### src/rtl/lsu_pkg.sv
// Shared types and constants for the load/store unit memory controller.
// Latency: none (declarations only).
// Backpressure: n/a.
package lsu_pkg;

    typedef enum logic [1:0] {
        IDLE = 2'd0,
        ACC0 = 2'd1,
        ACC1 = 2'd2,
        RESP = 2'd3
    } lsu_state_e;

    localparam logic [3:0]  XFER_BYTE = 4'd1;
    localparam logic [3:0]  XFER_HALF = 4'd2;
    localparam logic [15:0] ADDR_MAX  = 16'hFFFF;

    // Request fields captured on the accept edge.
    typedef struct packed {
        logic        write;
        logic        half;
        logic        sgn;
        logic [15:0] addr;
        logic [15:0] wdata;
    } req_t;

endpackage

### src/rtl/lsu_load_ext.sv
// Builds the 16-bit load result from captured low/high bytes (sign/zero extend bytes).
// Latency: purely combinational.
// Backpressure: none; caller holds inputs stable while the result is consumed.
module lsu_load_ext (
    input  logic [7:0]  lo_byte,
    input  logic [7:0]  hi_byte,
    input  logic        half,
    input  logic        is_signed,
    output logic [15:0] ext_data
);

    // Halfwords pass through; bytes replicate bit 7 only for signed loads.
    always_comb begin
        if (half) begin
            ext_data = {hi_byte, lo_byte};
        end else begin
            ext_data = {{8{is_signed & lo_byte[7]}}, lo_byte};
        end
    end

endmodule

### src/rtl/lsu_mem_ctrl.sv
// Load/store controller feeding a 16-bit little-endian byte-addressed memory; optional LSU_MISALIGN_SPLIT_EN splits odd halfwords.
// Latency: accept to resp_valid is 2 cycles aligned, 3 cycles split, 1 cycle fault.
// Backpressure: one request in flight; req_ready only in IDLE, response held until resp_ready.
module lsu_mem_ctrl
    import lsu_pkg::*;
#(
    parameter int ADDR_W = 16,
    parameter int DATA_W = 16
) (
    input  logic              clk,
    input  logic              rst_n,
    input  logic              req_valid,
    output logic              req_ready,
    input  logic              req_write,
    input  logic              req_half,
    input  logic              req_signed,
    input  logic [ADDR_W-1:0] req_addr,
    input  logic [DATA_W-1:0] req_wdata,
    output logic              resp_valid,
    input  logic              resp_ready,
    output logic [DATA_W-1:0] resp_rdata,
    output logic              resp_fault,
    output logic [ADDR_W-1:0] mem_address,
    output logic              mem_write_enable,
    output logic              mem_read_enable,
    output logic [DATA_W-1:0] mem_write_data,
    output logic [3:0]        mem_xfer_size,
    input  logic [DATA_W-1:0] mem_read_data
);

    localparam logic [1:0] ST_IDLE = IDLE;
    localparam logic [1:0] ST_ACC0 = ACC0;
`ifdef LSU_MISALIGN_SPLIT_EN
    localparam logic [1:0] ST_ACC1 = ACC1;
`endif
    localparam logic [1:0] ST_RESP = RESP;

    logic [1:0]  state_q;
    req_t        req_q;
    logic        fault_q;
    logic [7:0]  lo_q;
    logic [7:0]  hi_q;
    logic        odd_half;
    logic        wrap_half;
    logic        req_is_fault;
    logic        split_cur;
    logic [15:0] ext_data;

    assign odd_half  = req_half && req_addr[0];
    assign wrap_half = req_half && (req_addr == ADDR_MAX);

`ifdef LSU_MISALIGN_SPLIT_EN
    logic split_q;
    assign req_is_fault = wrap_half;
    assign split_cur    = split_q;

    // Remember whether the accepted halfword needs two byte accesses.
    always_ff @(posedge clk or negedge rst_n) begin
        if (!rst_n) begin
            split_q <= 1'b0;
        end else if (state_q == ST_IDLE && req_valid) begin
            split_q <= odd_half && !wrap_half;
        end
    end
`else
    // 0xFFFF is odd, so the odd-halfword check already covers the wrap case.
    assign req_is_fault = odd_half;
    assign split_cur    = 1'b0;
`endif

    // Main sequencer: latch request, step through accesses, hold response.
    always_ff @(posedge clk or negedge rst_n) begin
        if (!rst_n) begin
            state_q <= ST_IDLE;
            req_q   <= '0;
            fault_q <= 1'b0;
            lo_q    <= 8'h00;
            hi_q    <= 8'h00;
        end else begin
            case (state_q)
                ST_IDLE: begin
                    if (req_valid) begin
                        req_q.write <= req_write;
                        req_q.half  <= req_half;
                        req_q.sgn   <= req_signed;
                        req_q.addr  <= req_addr;
                        req_q.wdata <= req_wdata;
                        fault_q     <= req_is_fault;
                        state_q     <= req_is_fault ? ST_RESP : ST_ACC0;
                    end
                end
                ST_ACC0: begin
                    // A split access overwrites hi_q in ACC1.
                    lo_q <= mem_read_data[7:0];
                    hi_q <= mem_read_data[15:8];
`ifdef LSU_MISALIGN_SPLIT_EN
                    state_q <= split_cur ? ST_ACC1 : ST_RESP;
`else
                    state_q <= ST_RESP;
`endif
                end
`ifdef LSU_MISALIGN_SPLIT_EN
                ST_ACC1: begin
                    hi_q    <= mem_read_data[7:0];
                    state_q <= ST_RESP;
                end
`endif
                ST_RESP: begin
                    if (resp_ready) begin
                        fault_q <= 1'b0;
                        state_q <= ST_IDLE;
                    end
                end
                default: state_q <= ST_IDLE;
            endcase
        end
    end

    // Memory port: driven only during access states, parked at reset values otherwise.
    always_comb begin
        mem_address      = '0;
        mem_write_data   = '0;
        mem_xfer_size    = XFER_BYTE;
        mem_write_enable = 1'b0;
        mem_read_enable  = 1'b0;
        if (state_q == ST_ACC0) begin
            mem_address      = req_q.addr;
            mem_write_enable = req_q.write;
            mem_read_enable  = !req_q.write;
            if (req_q.half && !split_cur) begin
                mem_xfer_size  = XFER_HALF;
                mem_write_data = req_q.wdata;
            end else begin
                mem_write_data = {8'h00, req_q.wdata[7:0]};
            end
        end
`ifdef LSU_MISALIGN_SPLIT_EN
        else if (state_q == ST_ACC1) begin
            mem_address      = req_q.addr + 16'd1;
            mem_write_enable = req_q.write;
            mem_read_enable  = !req_q.write;
            mem_write_data   = {8'h00, req_q.wdata[15:8]};
        end
`endif
    end

    lsu_load_ext u_load_ext (
        .lo_byte   (lo_q),
        .hi_byte   (hi_q),
        .half      (req_q.half),
        .is_signed (req_q.sgn),
        .ext_data  (ext_data)
    );

    assign req_ready  = (state_q == ST_IDLE);
    assign resp_valid = (state_q == ST_RESP);
    assign resp_fault = fault_q;
    assign resp_rdata = (resp_valid && !fault_q && !req_q.write) ? ext_data : '0;

endmodule
### config.mk
export PLATFORM = sky130hd
export DESIGN_NAME = lsu_mem_ctrl
export DESIGN_NICKNAME = d
export VERILOG_FILES = /design/src/rtl/lsu_pkg.sv /design/src/rtl/lsu_load_ext.sv /design/src/rtl/lsu_mem_ctrl.sv
export SDC_FILE = /design/constraint.sdc
export NUM_CORES = 1
export LEC_CHECK = 0
export ABC_AREA = 1
export CAP_MARGIN = 20
export CORE_AREA = 2 2 83 85
export CTS_BUF_LIST = sky130_fd_sc_hd__clkbuf_2 sky130_fd_sc_hd__clkbuf_4 sky130_fd_sc_hd__clkbuf_8
export CTS_CLUSTER_SIZE = 14
export DETAILED_ROUTE_END_ITERATION = 10
export DIE_AREA = 0 0 85 87
export PLACE_DENSITY_LB_ADDON = 0.1
export SLEW_MARGIN = 20
export SYNTH_ARGS = -nofsm -noshare
export SYNTH_HDL_FRONTEND = slang
export SYNTH_SLANG_ARGS = --single-unit
### constraint.sdc
create_clock -name clk -period 1.2 [get_ports clk]
set_input_delay 0.18 -clock clk [delete_from_list [all_inputs] [get_ports clk]]
set_output_delay 0.18 -clock clk [all_outputs]
set_load 0.1 [all_outputs]
==> results of run 1 <==
[flip-flops by register name (all words and copies together), names as in the netlist]
| register | flops |
|---|---|
| req_q | 35 |
| hi_q | 8 |
| lo_q | 8 |
| state_q | 2 |
| resp_fault | 1 |
[worst max path at each step]
stage / from / endpoint / slack, ns / cells after the start
2_1_floorplan: resp_fault / resp_rdata[0] / -0.57 / 4
3_3_place_gp: req_q[33] / resp_rdata[13] / -0.13 / 5
3_5_place_dp: req_q[33] / resp_rdata[12] / -0.20 / 5
4_1_cts: resp_fault / resp_rdata[0] / -0.46 / 5
5_1_grt: req_q[33] / resp_rdata[8] / -0.54 / 5
6_report: req_q[33] / resp_rdata[12] / -0.49 / 5
[logic make-up (layout without fill, tap and decap cells)]
group                  Yosys count  in the layout
AND/OR/NAND/NOR                215            216
buffers and inverters           58            214
flip-flops                      54             54
AO/OA/AOI/OAI                   16             16
other                            1              2
[cells in the mapped netlist (all sizes together)]
master,instances
dfrtp,54
nand2,143
o21ai,8
buf,17
nand3,11
nand4,1
nor2,60
clkbuf,1
inv,40
a21oi,8
conb,1
[worst max-delay path, stage by stage (launching register included)]
cell	delay, ns
dfrtp_1	0.44
inv_4	0.10
nand2_2	0.17
o21ai_1	0.15
nor2_4	0.16
buf_12	0.18
[per-layer routing]
layer | wire length, µm | vias to the layer above
met5 | 0 | -
met4 | 362 | 0
met3 | 587 | 41
met2 | 6634 | 158
met1 | 4335 | 1504
li1 | - | 1328
[repair_timing]
item                                   CTS  global route
gates cloned                             8             4
setup buffers                           18            11
endpoints found under the hold margin   12             0
hold buffers                             1             0
gates resized for setup                 60           128
setup endpoints to repair              103           103
pin swaps                               20            35
[per-stage QoR]
step	area (µm²)	utilization, %
3_3_place_gp	4916	74.84
2_1_floorplan	3063	-
6_report	6105	92.93
4_1_cts	5619	85.54
3_5_place_dp	4916	74.84
5_1_grt	6105	92.93
[cell type report]
class	instances	area, µm²	share of cell area, %
well taps	80	100.1	1.640
repair buffers	166	2560	41.93
clock inverters	1	5.005	0.08198
inverters	40	173.9	2.849
clock buffers	7	90.09	1.476
multi-input cells	234	1818	29.78
flip-flops and latches	54	1358	22.24
==> impl_metrics.py, run 1 <==
metrics = {
    "status": {
        "outcome": "finished with violations",
        "violations": "negative setup slack",
    },
    "synthesis": {
        "synthMuxAreaShare_pct": 0,
        "avgSynthCellArea_um2": 7.416,
        "yosys.area_share.simple_pct": 32.96,
        "synth_xor_xnor_area_share_pct": 0,
        "synthesis.area_um2": 2551,
        "syn_inst": 344,
        "synth-compound-area-share_pct": 3.139,
        "yosysWarnings": 0,
        "synth_top_family_by_area": "simple AND/OR/NAND/NOR gates",
        "synthDistinctLibCells": 18,
        "synth_area_leaders": "dfrtp_1, nand2_1, nor2_1",
        "synth_seq_area_share_pct": 52.97,
        "yosys_register_bits": 54,
        "synth_adder_area_share_pct": 0,
        "synth_area_leader_cell": "dfrtp_1",
        "synth_top_area_share_pct": 52.97,
    },
    "critical_path": {
        "startpoint_type": "register",
        "crit_type": "reg -> out",
        "worstReg2RegStart": "state_q[0]",
        "r2r_cells": 10,
        "worstPathRequired_ns": 1.02,
        "end_kind": "primary output",
        "r2r_setup_slack_ns": -0.39,
        "r2r_end": "req_q[9]",
        "arrival_ns": 1.51,
        "path_max_fanout": 9,
    },
    "grt": {
        "met3_usage_pct": 4.265,
        "grt.total_usage_pct": 25.84,
        "grt_first_pass_wirelength_um": 14900,
        "grt.overflow.total": 0,
        "first_global_vias": 2975,
        "grt_use_met2_pct": 48.08,
        "grt_start_max_net_pins": 24,
        "grtUsageMet1_pct": 31.11,
        "antenna_found_initial": 0,
        "busiest_layer": "met2",
    },
    "route": {
        "drtAntennaViolNets": 0,
        "via_count": 3031,
        "first_iter_violations": 152,
        "dr.pass1.iters": 5,
        "wl_per_cell_um": 20.48,
        "drc_errors": 0,
        "viasPerCell": 5.208,
        "wl_um": 11920,
    },
    "layout": {
        "n_fill_cell": 211,
        "stdcell_count": 582,
        "area_growth_pct": 139.3,
        "drive_above_1_share_pct": 57.17,
        "antennaDiodeCount": 0,
        "fin_nets": 556,
        "mostFrequentLayoutCell": "buf_12",
        "final_cell_mix": "buf_12, nand2_2, nor2_4",
    },
    "floorplan": {
        "start_util_pct": 38.84,
        "rows": 30,
        "die_x_um": 85,
        "die_h_um": 87,
        "core-area_um2": 6569,
        "die_area_um2": 7395,
        "ioPinCount": 112,
    },
    "min_path": {
        "hp-class": "in -> async",
    },
    "clock_network": {
        "h-tree-depth": 2,
        "clk_pin_slew_worst_paths_ns": 0.10,
        "cts_sinks": 54,
        "cts-root-buf": "clkbuf_8",
        "tritoncts.num_buffers": 5,
        "worstSkewPairLatency_ns": 0.30,
        "cts_tree": "yes",
        "clock_path_buffers": 2,
    },
    "place": {
        "place_ws_ns": -0.1981,
        "gp_congestion": 0.8302,
        "dp_hpwl_um": 5712,
        "placedCellCount": 541,
        "port-buffer-count": 109,
    },
    "sta": {
        "fin_crit_sh_pct": 140.6,
        "slew_viol_final": 0,
        "tns_ns": -36.91,
        "hold_viol": 0,
        "fmax_ghz": 0.5926,
        "skew_ns": 0.006639,
        "rsz0062_at_grt": "true",
        "setup_ws_ns": -0.4875,
        "min_period_ns": 1.688,
        "setup_viol": 106,
        "holdWs_ns": 0.3537,
    },
    "run": {
        "timing.max_cap.violations": 0,
    },
}
Power of run 1 is not shown: default switching activity piles up to over one toggle a cycle in this logic, so the estimate is an artifact.
==> run 2, diff against run 1 <==
--- a/config.mk
+++ b/config.mk
@@ -7,11 +7,11 @@
 export LEC_CHECK = 0
 export ABC_AREA = 1
 export CAP_MARGIN = 20
-export CORE_AREA = 2 2 83 85
+export CORE_AREA = 2 2 76 93
 export CTS_BUF_LIST = sky130_fd_sc_hd__clkbuf_2 sky130_fd_sc_hd__clkbuf_4 sky130_fd_sc_hd__clkbuf_8
 export CTS_CLUSTER_SIZE = 14
 export DETAILED_ROUTE_END_ITERATION = 10
-export DIE_AREA = 0 0 85 87
+export DIE_AREA = 0 0 78 95
 export PLACE_DENSITY_LB_ADDON = 0.1
 export SLEW_MARGIN = 20
 export SYNTH_ARGS = -nofsm -noshare
==> run 2 against run 1 <==
  * The flow still finishes with violations (negative setup slack)
  * Register-to-register slack hardly changed
  * Critical path type unchanged
  * First-iteration DRC count is 0.66% lower
  * Count of clock-buffer cells in the layout is 2 lower
  * Critical path depth stayed put
  * Cell count is 1.9% higher
  * Sequential share of layout area hardly changed
  * Maximum frequency is 3.0% lower
  * Largest cell class unchanged
==> impl_metrics.py, run 2 (synthesized netlist as in run 1, its figures left out) <==
metrics = {
    "floorplan": {
        "core-area_um2": 6606,
        "die_x_um": 78,
        "rows": 33,
        "start_util_pct": 38.62,
        "die_h_um": 95,
        "die_area_um2": 7410,
        "ioPinCount": 112,
    },
    "layout": {
        "drive_above_1_share_pct": 56.52,
        "largest_reg_flops": 35,
        "top_register": "req_q",
        "antennaDiodeCount": 0,
        "fin_nets": 560,
        "n_fill_cell": 227,
        "fin_util_pct": 92.22,
        "area_growth_pct": 138.8,
        "largestRegisters": "req_q x35, hi_q x8, lo_q x8",
        "final_cell_mix": "buf_12, nor2_4, nand2_1",
        "stdcell_count": 593,
        "mostFrequentLayoutCell": "buf_12",
    },
    "clock_network": {
        "tritoncts.num_buffers": 5,
        "cts-root-buf": "clkbuf_8",
        "cts_sinks": 54,
        "worstSkewPairLatency_ns": 0.30,
        "clock_path_buffers": 2,
        "cts_tree": "yes",
        "clk_pin_slew_worst_paths_ns": 0.10,
        "h-tree-depth": 2,
    },
    "route": {
        "drtAntennaViolNets": 0,
        "drc_errors": 0,
        "viasPerCell": 4.983,
        "wl_per_cell_um": 19.32,
        "via_count": 2955,
        "dr.max_layer_used": "met4",
        "first_iter_violations": 151,
        "routed-wl-met2_um": 6556,
        "wl_met3_um": 514,
        "wl_met1_um": 3996,
        "wl_um": 11460,
        "dr.pass1.iters": 4,
    },
    "critical_path": {
        "startpoint_type": "register",
        "crit_type": "reg -> out",
        "worstPathRequired_ns": 1.02,
        "path_max_fanout": 8,
        "critPathMaxStageDelay_ns": 0.43,
        "critPathSlowestCell": "dfrtp_1",
        "path_cells": "inv_2 > buf_12 > o21ai_0 > nor2_4 > buf_12",
        "end_kind": "primary output",
        "cp_top_family": "flip-flops",
        "cp_common_cell": "buf_12",
        "crit_buf_inv": 3,
        "arrival_ns": 1.56,
    },
    "sta": {
        "skew_ns": 0.004991,
        "slew_viol_final": 0,
        "setup_ws_ns": -0.5405,
        "hold_viol": 0,
        "tns_ns": -39.63,
        "fmax_ghz": 0.5745,
        "setup_viol": 107,
        "fin_crit_sh_pct": 145.0,
        "rsz0062_at_grt": "true",
        "min_period_ns": 1.741,
    },
    "grt": {
        "antenna_found_initial": 0,
        "grt.total_usage_pct": 24.52,
        "grt_start_max_net_pins": 55,
        "grt.overflow.total": 0,
        "first_global_vias": 2982,
        "grt_first_pass_wirelength_um": 14340,
    },
    "place": {
        "placedCellCount": 552,
        "port-buffer-count": 109,
        "dp_hpwl_um": 5505,
        "gp_congestion": 0.8152,
    },
    "status": {
        "violations": "negative setup slack",
        "outcome": "finished with violations",
    },
    "run": {
        "timing.max_cap.violations": 0,
    },
    "min_path": {
        "hp-class": "in -> async",
    },
}
## run 2: worst register-to-register path: stages (launching register included)
cell and delay, ns:
dfrtp_2 0.46, buf_6 0.13, buf_6 0.12, nor2_4 0.10
buf_6 0.12, nand2_8 0.11, clkinv_8 0.11, buf_12 0.12
buf_12 0.14, nand2_2 0.06, nand2_1 0.07
## run 2: through the flow
stage | hold slack [ns] | cell area [µm²] | worst slack [ns]
2_1_floorplan | -0.1156 | 3063 | -0.5699
3_3_place_gp | 0.1992 | 4917 | -0.1264
3_5_place_dp | 0.2052 | 4917 | -0.1573
4_1_cts | 0.4008 | 5592 | -0.4937
5_1_grt | 0.4354 | 6092 | -0.5667
6_report | 0.3944 | 6092 | -0.5405
## run 2: worst paths after layout
path	start	endpoint	slack, ns	cells past startpoint
max in group asynchronous	rst_n	state_q[0]	0.52	3
min	rst_n	hi_q[1]	0.39	3
max reg2reg	state_q[1]	req_q[2]	-0.39	10
max	req_q[33]	resp_rdata[15]	-0.54	5
min in group clk	req_wdata[5]	req_q[5]	0.42	3
min reg2reg	req_q[18]	req_q[18]	0.50	2
## run 2: timing repair
action,in CTS,in global routing
setup buffers,15,21
hold endpoints to repair,54,0
hold buffers,1,0
setup endpoints to repair,91,109
resized for setup,68,142
cloned,7,4
pin swaps,12,41
## run 2: routing by layer
| layer | GRT usage [%] | vias up |
|---|---|---|
| met2 | 48.92 | 104 |
| li1 | - | 1335 |
| met1 | 25.05 | 1482 |
| met4 | 9.211 | 0 |
| met5 | 0 | - |
| met3 | 4.493 | 34 |
## run 2: cell type report
class                      instances  area, µm²  share of cell area [%]
timing repair buffer             170       2519                   41.34
clock buffer                       5      68.82                   1.130
tap                               87      108.9                   1.787
sequential                        54       1358                   22.28
multi-input combinational        234       1822                   29.90
inverter                          40      176.4                   2.896
clock inverter                     3      40.04                  0.6572
Power of run 2 is left out for the same reason.
